==> config.mk <==
export PLATFORM = sky130hd
export DESIGN_NAME = axis_stream_source_blkmon
export DESIGN_NICKNAME = d
export VERILOG_FILES = /design/src/rtl/axis_stream_source_blkmon.sv
export SDC_FILE = /design/constraint.sdc
export NUM_CORES = 1
export LEC_CHECK = 0
export ABC_CLOCK_PERIOD_IN_PS = 3040
export BUFFER_PORTS_ARGS = -buffer_cell sky130_fd_sc_hd__buf_2
export CAP_MARGIN = 40
export CORE_MARGIN = 2
export CORE_UTILIZATION = 53
export DETAILED_ROUTE_END_ITERATION = 12
export PLACE_DENSITY = 0.8
export SLEW_MARGIN = 15
export SYNTH_ARGS = -nofsm -noshare
export SYNTH_HDL_FRONTEND = slang
export SYNTH_SLANG_ARGS = --single-unit
==> constraint.sdc <==
create_clock -name ap_clk -period 3.04 [get_ports ap_clk]
set_input_delay 0.608 -clock ap_clk [delete_from_list [all_inputs] [get_ports ap_clk]]
set_output_delay 0.608 -clock ap_clk [all_outputs]
set_load 0.01 [all_outputs]
==> src/rtl/axis_stream_source_blkmon.sv <==
// AXI4-Stream burst source: patterned beats (seed + index), TLAST on final beat, sticky stall monitor.
// Optional pseudo-random bubble insertion when AXIS_SRC_THROTTLE_EN is defined.
module axis_stream_source_blkmon #(
  parameter int DATA_W      = 32,
  parameter int LEN_W       = 16,
  parameter int STALL_LIMIT = 1024
) (
  input  logic                ap_clk,
  input  logic                ap_rst,
  input  logic                start,
  input  logic [LEN_W-1:0]    len,
  input  logic [DATA_W-1:0]   seed,
  output logic                busy,
  output logic                done,
  output logic [LEN_W-1:0]    beats_sent,
  output logic                block,
  output logic [DATA_W-1:0]   TDATA,
  output logic [DATA_W/8-1:0] TKEEP,
  output logic                TLAST,
  output logic                TVALID,
  input  logic                TREADY
);

  localparam int SW = $clog2(STALL_LIMIT + 1);

  typedef enum logic [1:0] {IDLE, SEND, DONE} state_t;

  state_t            state, state_nxt;
  logic [LEN_W-1:0]  len_q;
  logic [SW-1:0]     stall_cnt;
  logic              hs, last_hs, accept, present;

  assign hs      = TVALID & TREADY;
  assign last_hs = hs & TLAST;
  assign accept  = (state == IDLE) & start;
  assign busy    = (state == SEND);
  assign TKEEP   = '1;
  assign TLAST   = TVALID & (beats_sent == len_q - LEN_W'(1));

`ifdef AXIS_SRC_THROTTLE_EN
  logic [15:0] lfsr;

  // Fibonacci LFSR, taps 16/14/13/11; bit 0 gates presentation of each new beat.
  always_ff @(posedge ap_clk) begin
    if (ap_rst) lfsr <= 16'hACE1;
    else        lfsr <= {lfsr[14:0], lfsr[15] ^ lfsr[13] ^ lfsr[12] ^ lfsr[10]};
  end

  assign present = ~lfsr[0];
`else
  assign present = 1'b1;
`endif

  always_comb begin
    state_nxt = state;
    case (state)
      IDLE:    if (start && len != '0) state_nxt = SEND;
      SEND:    if (last_hs) state_nxt = DONE;
      DONE:    state_nxt = IDLE;
      default: state_nxt = IDLE;
    endcase
  end

  always_ff @(posedge ap_clk) begin
    if (ap_rst) state <= IDLE;
    else        state <= state_nxt;
  end

  always_ff @(posedge ap_clk) begin
    if (ap_rst) begin
      done       <= 1'b0;
      beats_sent <= '0;
      block      <= 1'b0;
      len_q      <= '0;
      TDATA      <= '0;
      TVALID     <= 1'b0;
      stall_cnt  <= '0;
    end else begin
      done <= last_hs | (accept & (len == '0));

      if (accept) begin
        beats_sent <= '0;
        block      <= 1'b0;
        len_q      <= len;
        TDATA      <= seed;
        TVALID     <= (len != '0) & present;
      end else if (state == SEND) begin
        if (hs) begin
          beats_sent <= beats_sent + LEN_W'(1);
          TDATA      <= TDATA + DATA_W'(1);
        end
        // A presented beat stays up until it handshakes.
        if (last_hs)              TVALID <= 1'b0;
        else if (!TVALID || hs)   TVALID <= present;
      end

      // block becomes visible in the same cycle stall_cnt shows STALL_LIMIT.
      if (TVALID && !TREADY) begin
        if (stall_cnt != SW'(STALL_LIMIT)) stall_cnt <= stall_cnt + SW'(1);
        if (stall_cnt >= SW'(STALL_LIMIT - 1)) block <= 1'b1;
      end else begin
        stall_cnt <= '0;
      end
    end
  end

endmodule

# ---- Word level (Yosys, flattened, before mapping)
# Index checks and enable logic that the tools add are counted.
dict set report word_totals {
  out_inout_bits 57
  ramBits 0
  mem_bits_ro 0
  n_memories 0
  word_cells 55
  regBits 80
  latch_bits 0
}
dict set report classes {
  n_mul 0
  shifts 0
  mux 13
  div 0
  n_lt_le_gt_ge 1
  n_reduce_logical 17
  bitwise 7
  add_sub_neg 4
  eq_ne 5
}
# op count
set op_table {}
lappend op_table {{$mux 32} 3}
lappend op_table {{$add 32x1->32 const B} 1}
lappend op_table {{$add 16x1->16 const B} 1}
lappend op_table {{$eq 16x16->1} 1}
lappend op_table {{$logic_not 16->1} 1}
lappend op_table {{$reduce_bool 16->1} 1}
lappend op_table {{$sub 16x1->16 const B} 1}
lappend op_table {{$add 11x1->11 const B} 1}
lappend op_table {{$ge 11x10->1 const B} 1}
lappend op_table {{$ne 11x11->1 const B} 1}
lappend op_table {{$reduce_and 2->1} 4}
lappend op_table {{$mux 1} 7}
lappend op_table {{$and 1x1->1} 5}
lappend op_table {{$mux 2} 2}
lappend op_table {{$ne 2x1->1 const B} 2}
lappend op_table {{$pmux 2 s2} 1}
lappend op_table {{$reduce_bool 2->1} 2}
lappend op_table {{$reduce_or 2->1} 2}
lappend op_table {{$reduce_bool 3->1} 1}
lappend op_table {{$eq 2x1->1 const B} 1}
lappend op_table {{$logic_and 1x1->1} 2}
lappend op_table {{$logic_not 1->1} 2}
lappend op_table {{$logic_not 2->1} 1}
lappend op_table {{$logic_or 1x1->1} 1}
lappend op_table {{2 further kinds} 2}

# ---- Longest topological paths before layout
dict set report logic_depth {
  ltp_word 7
  mapped_depth 10
  mapped_depth_nobuf 9
}

# ---- Least setup slack after synthesis
# OpenSTA, ideal clock, no wires.
dict set report synth_timing {
  path_type {register to output}
  startpoint {register len_q[0]}
  endpoint {output TLAST}
  path_slack_ps 211
  stages_incl_launch_ff 10
  arrival_time_ps 2221
  path_cell_list {dfxtp_1 -> inv_1 -> ha_1 -> or4b_1 -> buf_2 -> or2_4 -> nor3_1 -> xnor2_1 -> a2111oi_4 -> and3_1}
}
dict set report synth_between {
  elab_chain_cells 3
}
# element line
set synth_lines {}
lappend synth_lines {{from (decl)} 29} ;# logic [LEN_W-1:0] len_q;
lappend synth_lines {{from (signal assigned)} 84} ;# len_q <= len;
lappend synth_lines {{$sub 16x1->16} 38} ;# assign TLAST = TVALID & (beats_sent == len_q - LEN_W'(1));
lappend synth_lines {{$eq 16x16->1} 38}
lappend synth_lines {{$and 1x1->1} 38}
lappend synth_lines {{to (decl)} 19} ;# output logic TLAST,
# No other way between the ends.

# ---- Worst setup path in the final report
dict set report layout_timing {
  startpoint {register len_q[9]}
  endpoint {output TLAST}
}
# Same word-level chain as after synthesis.

==> out/qor.csv <==
stage,metric,value,unit
place,PortBufs,104,
timing,fin crit period,3.15,ns
min_path,Hold Path Origin,block,
synthesis,sequential area share after synthesis,37.6,%
floorplan,Initial Util,54.8,%
routing,post-detailed-route count of antenna-violating nets,0,
clocking,Clock Path Buffers,2,
global_routing,largest net degree at the start of global routing,54,
timing,fin crit share,104,%
outcome,failing checks,setup timing,
synthesis,yosys synthesis warning count,0,
floorplan,Row Count,32,
setup_path,FF-to-FF Start,len_q[9],
routing,number of vias per cell,5.60,
setup_path,FF-to-FF End,TVALID,
power_and_ir_drop,part of the power in combinational logic,18.8,%
timing,Least-Margin Pin Slew,0.790,ns
setup_path,crit path DAT,2.55,ns
power_and_ir_drop,maximum vdd drop,0.215,mV
global_routing,GR Util All Layers,24.7,%
power_and_ir_drop,Static Leak,0.00211,uW
power_and_ir_drop,total power draw,2400,uW
routing,DR WL/cell,14.3,um
setup_path,Setup CP Type,flip-flop to output port,
floorplan,Ports,109,
clocking,Num Clock Sinks,80,
power_and_ir_drop,Sw Pwr,695,uW
clocking,H-tree depth,3,
min_path,hold path depth,2,
global_routing,remaining global-route overflow,0,
setup_path,R2R Setup Slk,0.68,ns
synthesis,Synth top cells by count,"dfxtp_1 (80), nor2_1 (77), nand2_1 (71)",
final_layout,area grow syn2layout,22.3,%
setup_path,CP Max Fanout,2,
synthesis,ranking of synthesized cells by area,"dfxtp_1 (38%), xor2_1 (8.8%), nor2_1 (6.8%), nand2_1 (6.3%), a211oi_1 (4.2%)",
power_and_ir_drop,switching share of power,28.9,%
setup_path,Setup crit end kind,output port,
timing,slew margin rel.,47.3,%
floorplan,core region area,7770,um2
synthesis,Yosys top cell by area,dfxtp_1,
routing,DRC errors left,0,
place,cell total after placement,727,
synthesis,dominant synthesized flop cell,dfxtp_1,
clocking,clk slew on worst S/H paths,0.08,ns
global_routing,vias in the first global route,3761,
floorplan,Die Y,93.6,um
final_layout,nets,697,
clocking,worst skew pair latency,0.35,ns
final_layout,antenna diode count,0,
timing,setup violators final,1,
synthesis,Synth cell types,55,
min_path,min-delay worst type,flip-flop to flip-flop,
power_and_ir_drop,Power Dens Cells,461,nW/um2
run,Max-Cap Viols,0,
timing,maximum clock rate,317,MHz
synthesis,top-area cell type share of the netlist area,37.6,%
synthesis,cell area after synthesis,4260,um2
setup_path,R2R depth,8,
power_and_ir_drop,sequential power share,48.4,%
place,HPWL after detailed placement,7790,um
synthesis,top-count cell post-synth,dfxtp_1,
routing,initial drt markers,189,
outcome,status,finished with violations,
routing,routed wire length,10700,um
power_and_ir_drop,Clock power frac,32.8,%
clocking,CTS tree,built,
final_layout,share of layout cells above drive strength 1,25.6,%
timing,"Slew Viols, Final",0,
synthesis,Yosys reg bits,80,
timing,RSZ-0062 raised after global routing,true,
synthesis,syn avg cell area,7.93,um2
setup_path,crit path launch type,flip-flop,
synthesis,number of synthesized flops with an enable pin,0,
final_layout,final non-filler cell total,747,
timing,slack of the critical path,-0.114,ns
place,GP Congestion,0.859,
clocking,CTS Buf Count,9,
synthesis,Syn Inst Count,537,
global_routing,initial antenna violation count,0,
routing,DRT Pass-1 Iters,4,
min_path,Hold EP,block,
timing,maximum clock skew at final layout,0.0127,ns
global_routing,global-route wire length before repair,17400,um
routing,routed via count,4185,
final_layout,fillers,686,
floorplan,die area,8760,um2
floorplan,Die Wd,93.6,um
clocking,clk root buf,clkbuf_8,
power_and_ir_drop,internal power,1710,uW
timing,final hold violation count,0,
synthesis,Synth async-reset ratio,0,%
setup_path,worst endpoint required time,2.43,ns
-- through the flow --
step	hold slack (ns)	util [%]	setup slack [ns]	TNS (ns)	cell area (um2)
6_report	0.482	67.0	-0.114	-0.114	5210
2_1_floorplan	0.448	-	0.211	0	4270
3_5_place_dp	0.472	62.7	0.0720	0	4870
5_1_grt	0.500	67.0	-0.189	-0.189	5210
3_3_place_gp	0.462	62.7	0.0973	0	4870
4_1_cts	0.484	66.5	-0.134	-0.134	5160
-- cell families (layout without fill, tap and decap cells) --
kind of cell / count (synthesis) / count (layout) / share of synthesized area [%]
compound gates: 96 / 96 / 15.1
xor+xnor: 62 / 62 / 12.8
fa+ha+maj: 5 / 5 / 1.47
buf+inv: 43 / 148 / 4.44
flops: 80 / 80 / 37.6
mux: 2 / 2 / 0.500
other cells: 1 / 4 / 0.0881
simple gates: 248 / 248 / 28.0
-- critical path: stages, from the launching register on --
cell	delay, ns
dfxtp_4	0.35
or3_4	0.36
or4_4	0.55
o31ai_4	0.08
a31oi_2	0.14
a2111oi_4	0.36
and3_4	0.25
buf_6	0.10
-- registers in the layout (all words and copies together), names as in the netlist --
signal / cells
state: 2
block: 1
TVALID: 1
stall_cnt: 11
beats_sent: 16
len_q: 16
done: 1
TDATA: 32
-- worst max path at each step --
stage / start / to / slack, ns / cells after the start
2_1_floorplan: len_q[0] / TLAST / 0.21 / 9
3_3_place_gp: len_q[1] / TLAST / 0.1 / 9
3_5_place_dp: len_q[1] / TLAST / 0.07 / 9
4_1_cts: len_q[9] / TLAST / -0.13 / 7
5_1_grt: len_q[9] / TLAST / -0.19 / 7
6_report: len_q[9] / TLAST / -0.11 / 7
-- cells in the final DEF (no fill, tap or decap), types with 3 or more instances in the layout --
| master | Yosys | routed |
|---|---|---|
| nand4_1 | 13 | 13 |
| a211oi_1 | 24 | 24 |
| or3_1 | 10 | 8 |
| a21oi_1 | 30 | 30 |
| dfxtp_1 | 80 | 77 |
| a311oi_1 | 5 | 5 |
| o21ai_0 | 14 | 13 |
| xor2_1 | 43 | 43 |
| a31oi_1 | 5 | 4 |
| and3_1 | 12 | 11 |
| nand3_1 | 25 | 25 |
| buf_4 | 4 | 17 |
| conb_1 | 1 | 4 |
| clkbuf_8 | 0 | 10 |
| o211ai_1 | 3 | 3 |
| buf_2 | 4 | 103 |
| nor3_1 | 7 | 6 |
| nand2_1 | 71 | 70 |
| nor4_1 | 9 | 8 |
| inv_1 | 11 | 10 |
| xnor2_1 | 19 | 18 |
| nor2_1 | 77 | 76 |
| or3_4 | 1 | 3 |
| and2_1 | 3 | 3 |
| ha_1 | 5 | 4 |
| and4_1 | 5 | 4 |
-- power groups by stage --
| stage | sequential (uW) | clock, uW | combinational (uW) |
|---|---|---|---|
| floorplan | 1190 | 0 | 255 |
| global placement | 1180 | 0 | 392 |
| detailed placement | 1180 | 0 | 400 |
| CTS | 1160 | 802 | 430 |
| global route | 1170 | 851 | 494 |
| finish | 1160 | 788 | 451 |
-- layer usage --
layer | share of wire, % | vias to the layer above | GRT usage [%]
met5 | 0 | - | 0
met4 | 1.4 | 0 | 8.82
met3 | 6.2 | 14 | 3.87
met2 | 47 | 147 | 40.4
met1 | 45 | 1944 | 33.0
li1 | - | 2080 | -
-- area by class of cell --
cell class	instances	area [um2]	area share (%)
well taps	102	128	2.45
clock buffers	11	141	2.72
repair buffers	121	654	12.6
multi-input cells	417	2580	49.5
flip-flops and latches	80	1610	30.9
clock inverters	5	56.3	1.08
inverters	11	41.3	0.793
-- repair_timing --
item / 4_1_cts / 5_1_grt
hold buffers: 0 / 0
pin swaps: 6 / 2
resized for setup: 17 / 10
setup buffers: 4 / 0
setup endpoints to repair: 1 / 1
Power figures use the tool's default switching activity.
